### src/rtl/apb4_gpio_irq.sv
// APB4 GPIO controller: synchronised and filtered inputs, per-pin level/edge interrupts, atomic OUT set/clear.
// Define APB4_GPIO_DBNC_EN to build the DBNC prescaler and glitch filter; otherwise offset 0x20 reads 0.
module apb4_gpio_irq #(
    parameter int GPIO_NUM   = 32,
    parameter int DBNC_WIDTH = 8
) (
    input  logic                clk_i,
    input  logic                rst_i,
    input  logic [11:0]         paddr_i,
    input  logic                psel_i,
    input  logic                penable_i,
    input  logic                pwrite_i,
    input  logic [31:0]         pwdata_i,
    output logic                pready_o,
    output logic [31:0]         prdata_o,
    output logic                pslverr_o,
    input  logic [GPIO_NUM-1:0] gpio_in_i,
    output logic [GPIO_NUM-1:0] gpio_out_o,
    output logic [GPIO_NUM-1:0] gpio_dir_o,
    output logic [GPIO_NUM-1:0] gpio_iof_o,
    output logic                irq_o
);

    localparam logic [3:0] A_DIR     = 4'd0;
    localparam logic [3:0] A_IN      = 4'd1;
    localparam logic [3:0] A_OUT     = 4'd2;
    localparam logic [3:0] A_IOF     = 4'd3;
    localparam logic [3:0] A_INTEN   = 4'd4;
    localparam logic [3:0] A_INTTYPE = 4'd5;
    localparam logic [3:0] A_INTPOL  = 4'd6;
    localparam logic [3:0] A_INTSTAT = 4'd7;
    localparam logic [3:0] A_DBNC    = 4'd8;
    localparam logic [3:0] A_OUTSET  = 4'd9;
    localparam logic [3:0] A_OUTCLR  = 4'd10;

    logic [3:0]          idx;
    logic                wr_en, rd_en, addr_ok;
    logic [GPIO_NUM-1:0] wdata;
    logic                unused_bits;

    assign idx         = paddr_i[5:2];
    assign addr_ok     = (idx <= A_OUTCLR);
    assign wr_en       = psel_i & penable_i & pwrite_i & addr_ok;
    assign rd_en       = psel_i & penable_i & ~pwrite_i;
    assign wdata       = pwdata_i[GPIO_NUM-1:0];
    assign pready_o    = 1'b1;
    assign pslverr_o   = psel_i & penable_i & ~addr_ok;
    assign unused_bits = ^{paddr_i[11:6], paddr_i[1:0], pwdata_i};

    logic [GPIO_NUM-1:0] dir_q, dir_d, out_q, out_d, iof_q, iof_d;
    logic [GPIO_NUM-1:0] inten_q, inten_d, inttype_q, inttype_d, intpol_q, intpol_d;
    logic [GPIO_NUM-1:0] intstat_q, intstat_d, w1c;
    logic [GPIO_NUM-1:0] sync1_q, sync1_d, sync2_q, sync2_d, prev_q, prev_d;
    logic [GPIO_NUM-1:0] filt, cond;
    logic                irq_q, irq_d;
    logic [31:0]         dbnc_rd, rdata;

`ifdef APB4_GPIO_DBNC_EN
    logic [DBNC_WIDTH-1:0] dbnc_q, dbnc_d, cnt_q, cnt_d;
    logic [GPIO_NUM-1:0]   samp_q, samp_d, filt_q, filt_d, same;
    logic                  tick;

    assign same = ~(sync2_q ^ samp_q);

    always_comb begin
        dbnc_d = dbnc_q;
        cnt_d  = cnt_q;
        samp_d = samp_q;
        filt_d = filt_q;
        tick   = 1'b0;
        if (dbnc_q == '0) begin
            // Track the synchroniser in bypass so enabling the filter starts from a settled value.
            cnt_d  = '0;
            samp_d = sync2_q;
            filt_d = sync2_q;
        end else begin
            tick  = (cnt_q == dbnc_q);
            cnt_d = tick ? '0 : cnt_q + DBNC_WIDTH'(1);
            if (tick) begin
                samp_d = sync2_q;
                filt_d = (same & sync2_q) | (~same & filt_q);
            end
        end
        if (wr_en && idx == A_DBNC) begin
            dbnc_d = pwdata_i[DBNC_WIDTH-1:0];
            cnt_d  = '0;
        end
    end

    always_ff @(posedge clk_i or posedge rst_i) begin
        if (rst_i) begin
            dbnc_q <= '0;
            cnt_q  <= '0;
            samp_q <= '0;
            filt_q <= '0;
        end else begin
            dbnc_q <= dbnc_d;
            cnt_q  <= cnt_d;
            samp_q <= samp_d;
            filt_q <= filt_d;
        end
    end

    assign filt    = (dbnc_q == '0) ? sync2_q : filt_q;
    assign dbnc_rd = 32'(dbnc_q);
`else
    assign filt    = sync2_q;
    assign dbnc_rd = '0;
`endif

    generate
        for (genvar gi = 0; gi < GPIO_NUM; gi++) begin : g_cond
            logic edge_hit;
            assign edge_hit  = intpol_q[gi] ? (~filt[gi] & prev_q[gi]) : (filt[gi] & ~prev_q[gi]);
            assign cond[gi]  = inten_q[gi] & (inttype_q[gi] ? edge_hit : (filt[gi] ^ intpol_q[gi]));
        end
    endgenerate

    always_comb begin
        dir_d     = dir_q;
        out_d     = out_q;
        iof_d     = iof_q;
        inten_d   = inten_q;
        inttype_d = inttype_q;
        intpol_d  = intpol_q;
        w1c       = '0;
        if (wr_en) begin
            case (idx)
                A_DIR:     dir_d     = wdata;
                A_OUT:     out_d     = wdata;
                A_IOF:     iof_d     = wdata;
                A_INTEN:   inten_d   = wdata;
                A_INTTYPE: inttype_d = wdata;
                A_INTPOL:  intpol_d  = wdata;
                A_INTSTAT: w1c       = wdata;
                A_OUTSET:  out_d     = out_q | wdata;
                A_OUTCLR:  out_d     = out_q & ~wdata;
                default:   ;
            endcase
        end
        // A source that is active in the clearing cycle keeps its bit set.
        intstat_d = (intstat_q & ~w1c) | cond;
        sync1_d   = gpio_in_i;
        sync2_d   = sync1_q;
        prev_d    = filt;
        irq_d     = |(intstat_q & inten_q);
    end

    always_ff @(posedge clk_i or posedge rst_i) begin
        if (rst_i) begin
            dir_q     <= '0;
            out_q     <= '0;
            iof_q     <= '0;
            inten_q   <= '0;
            inttype_q <= '0;
            intpol_q  <= '0;
            intstat_q <= '0;
            sync1_q   <= '0;
            sync2_q   <= '0;
            prev_q    <= '0;
            irq_q     <= 1'b0;
        end else begin
            dir_q     <= dir_d;
            out_q     <= out_d;
            iof_q     <= iof_d;
            inten_q   <= inten_d;
            inttype_q <= inttype_d;
            intpol_q  <= intpol_d;
            intstat_q <= intstat_d;
            sync1_q   <= sync1_d;
            sync2_q   <= sync2_d;
            prev_q    <= prev_d;
            irq_q     <= irq_d;
        end
    end

    always_comb begin
        rdata = '0;
        if (rd_en) begin
            case (idx)
                A_DIR:     rdata = 32'(dir_q);
                A_IN:      rdata = 32'(filt);
                A_OUT:     rdata = 32'(out_q);
                A_IOF:     rdata = 32'(iof_q);
                A_INTEN:   rdata = 32'(inten_q);
                A_INTTYPE: rdata = 32'(inttype_q);
                A_INTPOL:  rdata = 32'(intpol_q);
                A_INTSTAT: rdata = 32'(intstat_q);
                A_DBNC:    rdata = dbnc_rd;
                default:   rdata = '0;
            endcase
        end
    end

    assign prdata_o   = rdata;
    assign gpio_out_o = out_q;
    assign gpio_dir_o = dir_q;
    assign gpio_iof_o = iof_q;
    assign irq_o      = irq_q;

endmodule
### config.mk
export PLATFORM = sky130hd
export DESIGN_NAME = apb4_gpio_irq
export DESIGN_NICKNAME = d
export VERILOG_FILES = /design/src/rtl/apb4_gpio_irq.sv
export SDC_FILE = /design/constraint.sdc
export NUM_CORES = 1
export LEC_CHECK = 0
export ABC_AREA = 1
export BUFFER_PORTS_ARGS = -buffer_cell sky130_fd_sc_hd__buf_2
export CAP_MARGIN = 5
export CELL_PAD_IN_SITES_DETAIL_PLACEMENT = 2
export CELL_PAD_IN_SITES_GLOBAL_PLACEMENT = 2
export CORE_MARGIN = 3
export CORE_UTILIZATION = 38
export CTS_BUF_LIST = sky130_fd_sc_hd__clkbuf_8
export DETAILED_ROUTE_END_ITERATION = 12
export PLACE_DENSITY_LB_ADDON = 0.05
export SLEW_MARGIN = 15
export SYNTH_ARGS = -nofsm -noshare
export SYNTH_HDL_FRONTEND = slang
export SYNTH_SLANG_ARGS = --single-unit
### constraint.sdc
create_clock -name clk_i -period 18.35 [get_ports clk_i]
set_clock_uncertainty 0.15 [all_clocks]
set_input_delay 1.835 -clock clk_i [delete_from_list [all_inputs] [get_ports clk_i]]
set_output_delay 1.835 -clock clk_i [all_outputs]
set_load 0.01 [all_outputs]
==> reports/results.txt <==
The run finished with clean final reports. Across the run, the number of max-cap violations was 0. The clock latency of the later-clocked register in the worst-skew pair is 0.66 ns, and the number of failing setup endpoints in the final timing report is 0. The tools report the number of fill cells in the layout as 4,607. The layout overhead on the synthesized area came out at 14.8%. The proportion of layout cells with a drive suffix above 1 is 15.0%, and the number of nets in the finished design is 2,183.

STA classifies the critical path startpoint as an input pin. Measured in cells, the most critical reg-to-reg path has a length of 6. Of all flip-flops after synthesis, the portion carrying an async set or reset was 100%. The kind of end point of the critical path was a primary output. CTS placed an instance of sky130_fd_sc_hd__clkbuf_8 at the clock tree root. For this configuration, the core starts out at a cell density of 38.7%. Setup repair after global routing left no endpoint under its margin. Summing every instance area after synthesis gives 15,500 sq um. In the final routed layout, each cell accounts on average for 22.3 um. The run gives 6450 sq um as the area of combinational cells with multiple inputs.

The port buffer count is 202. At the pin with the least slew margin, the transition time is 1.17 ns. For this run, the number of Yosys warnings is 0. Summing the areas of all and, or, nand and nor instances in the mapped netlist gives 30.7% of the synthesized area. Buffers inserted to repair hold after CTS numbered 0.

After synthesis, the most frequently instantiated cells are 629 x sky130_fd_sc_hd__nand2_1, 348 x sky130_fd_sc_hd__nand3_1, 321 x sky130_fd_sc_hd__dfrtp_1. Dividing total power by cell area gives a power density of 99.3 nW/um^2. Once the clock tree was built, the resizer swapped 0 gates to a different size. Row generation in the floorplan step produced 73 rows.

Headroom to the max-slew limit: 21.7%. The number of sinks on the clock net is 321. Among all flip-flop cells after synthesis, the most frequent one is sky130_fd_sc_hd__dfrtp_1. Summed over all failing endpoints, the final setup total negative slack is 0 ns. The number of buffers inserted during clock tree synthesis was 58. In this run the critical register-to-register path is launched from inten_q[15]. The tools report the total via count after detailed routing as 14,844. The final hold violation count is 0, and the maximum clock frequency is 150 MHz.

The signal arrival time at the worst endpoint was 4.70 ns. The logs give 775 for the detailed router's first-iteration violation count and 16,584 for the number of global-route vias before repair. For the overall power, the log shows 1.77 mW. Once detailed placement completed, the half-perimeter wirelength came to 35.3 mm. Routability-driven placement finished with a final weighted congestion of 0.767. After synthesis the netlist holds a flip-flop and latch count of 321. In this run the count of I/O pins placed on the die edge is 212.

For flop-to-flop paths, the worst setup slack is 16.88 ns. The total area inside the core boundary comes to 40,000 sq um. The DRC violations left came out at 0. For the distinct cell type count after synthesis, the log shows 26. The sequential cells in the finished layout cover a total of 8030 sq um. In this run the deepest clock path goes through 3 buffers. Measured against the total synthesized area, the mux share comes to 0%. The die is 208 um wide. The number of instances on the worst hold path came out at 0. The run gives 2 as the H-tree depth.

The remaining global-route overflow was 0. The post-synthesis instance total is 1,944. The cell accounting for the most synthesized area was sky130_fd_sc_hd__dfrtp_1.

The critical path is of the in -> out type. The first global-routing pass estimated 95.0 mm of wire. The number of nets in the synthesized netlist is 2,025. IR analysis of the VDD net gives a maximum drop of 52.3 uV.

Sequential cells were found to cover 51.9% of the synthesized design area. Subtracting the final worst setup slack from the clock period gives 6.68 ns. The synthesized netlist devotes 0% of its cell area to adder and majority cells.

After layout, the worst path uses 36.4% of the clock period. For the core utilization of the finished layout, the log shows 44.4%. The clock-pin slew of the registers on the worst-case setup and hold paths was 0.06 ns. The synthesized design devotes to its leading area cell type 51.9% of total area.

The final number of max-transition violations is 0. The tools report the tightest hold margin as 0.192 ns. Dividing the detail-routed via count by the number of cells gives 5.57.

TritonCTS built the clock tree. Worst hold path class: reg -> reg. The total setup buffers inserted after CTS came out at 0. After synthesis, the largest family of logic cells by area is simple AND/OR/NAND/NOR gates. Entering global routing, the biggest net connects 119 pins. Post-synthesis average cell area: 7.96 sq um.

Of all nets on the critical path, the largest fanout is 84. For the initial antenna violation count, the log shows 0. After Yosys synthesis, XOR and XNOR cells account for 0% of the synthesized area.

Global routing used 27.5% of the available tracks across all layers. In this run the most critical hold path is launched from sync1_q[9]. At the worst endpoint, the required time is 16.36 ns. sky130_fd_sc_hd__nand2_1 is the most common cell in the netlist. The most critical setup path has its startpoint at paddr_i[4]. By area the synthesized netlist is led by sky130_fd_sc_hd__dfrtp_1 52%, sky130_fd_sc_hd__nand2_1 15%, sky130_fd_sc_hd__nand3_1 11%. Before antenna repair, the detailed router went through 4 iterations. In this run the static leakage power is 9.12 nW. Counting flops with a built-in enable in the synthesized netlist gives 0. The residual antenna-violating net count after detailed routing is 0, and the total length of routed wires is 59.6 mm. The overall die area was 43,200 sq um; the synthesized-area fraction occupied by ao, oa, aoi and oai cells was 10.6%.

The vertical die dimension came out at 208 um. The run gives 0 as the antenna cell count.
-- cell families (layout without fill, tap and decap cells) --
kind of cell | count (synthesis) | count (layout)
buffers and inverters | 227 | 423
other | 1 | 1
and+or+nand+nor | 1101 | 1101
DFF | 321 | 321
AOI/OAI and AO/OA | 294 | 294
-- metrics by stage --
step,worst slack [ns],area [sq um],std cells
after floorplan,7.48,15500,1944
after global placement,11.77,16700,2567
after detailed placement,11.68,16700,2567
after CTS,11.68,17800,2665
after global routing,11.43,17800,2665
final,11.67,17800,2665
-- state kept, by name, summed over array words and instances, names as in the netlist --
name / flops
filt: 32
gpio_dir_o: 32
gpio_iof_o: 32
gpio_out_o: 32
inten_q: 32
intpol_q: 32
intstat_q: 32
inttype_q: 32
irq_o: 1
prev_q: 32
sync1_q: 32
-- layout by cell type (no fill, tap or decap), drive strengths merged --
master / netlist / layout
nand2: 636 / 636
dfrtp: 321 / 321
and3: 1 / 1
o211ai: 64 / 64
o21ai: 161 / 161
a21oi: 68 / 68
inv: 105 / 124
clkinv: 0 / 8
nor2: 77 / 77
nor3: 3 / 3
or2: 1 / 1
a21boi: 1 / 1
conb: 1 / 1
nand3: 348 / 348
nand4: 2 / 2
nand3b: 33 / 33
buf: 86 / 220
clkbuf: 36 / 71
-- where the power goes --
part | total (mW) | internal (mW) | switching (mW)
Sequential | 0.857 | 0.781 | 0.0767
Combinational | 0.252 | 0.0855 | 0.166
Clock | 0.657 | 0.344 | 0.313
Total | 1.77 | 1.21 | 0.556
-- per-layer routing --
metal	vias up	part of all wire [%]	track usage, %
met3	94	4.0	3.63
met1	7705	44	36.4
met2	293	49	48.0
li1	6752	-	-
met4	0	2.1	7.11
met5	-	0	0
-- critical path, stage by stage --
cell,delay [ns]
sky130_fd_sc_hd__buf_2,0.15
sky130_fd_sc_hd__nor2_4,0.88
sky130_fd_sc_hd__buf_4,0.92
sky130_fd_sc_hd__nand3_1,0.17
sky130_fd_sc_hd__nand2_1,0.15
sky130_fd_sc_hd__nor2_1,0.06
sky130_fd_sc_hd__a21oi_1,0.28
sky130_fd_sc_hd__buf_2,0.20
-- final cells by class --
| class | instances | area share [%] |
|---|---|---|
| sequential | 321 | 45.2 |
| multi-input combinational | 1396 | 36.3 |
| timing repair buffer | 220 | 6.45 |
| clock buffer | 71 | 5.50 |
| tap | 525 | 3.69 |
| inverter | 105 | 2.26 |
| clock inverter | 27 | 0.626 |
-- final timing paths --
kind / endpoint
setup / recovery: prdata_o[17]
hold / removal: filt[9]
setup reg to reg: irq_o
hold reg to reg: filt[9]
max in group asynchronous: prev_q[21]
min in group asynchronous: sync1_q[3]
Power figures use the tool's default switching activity.
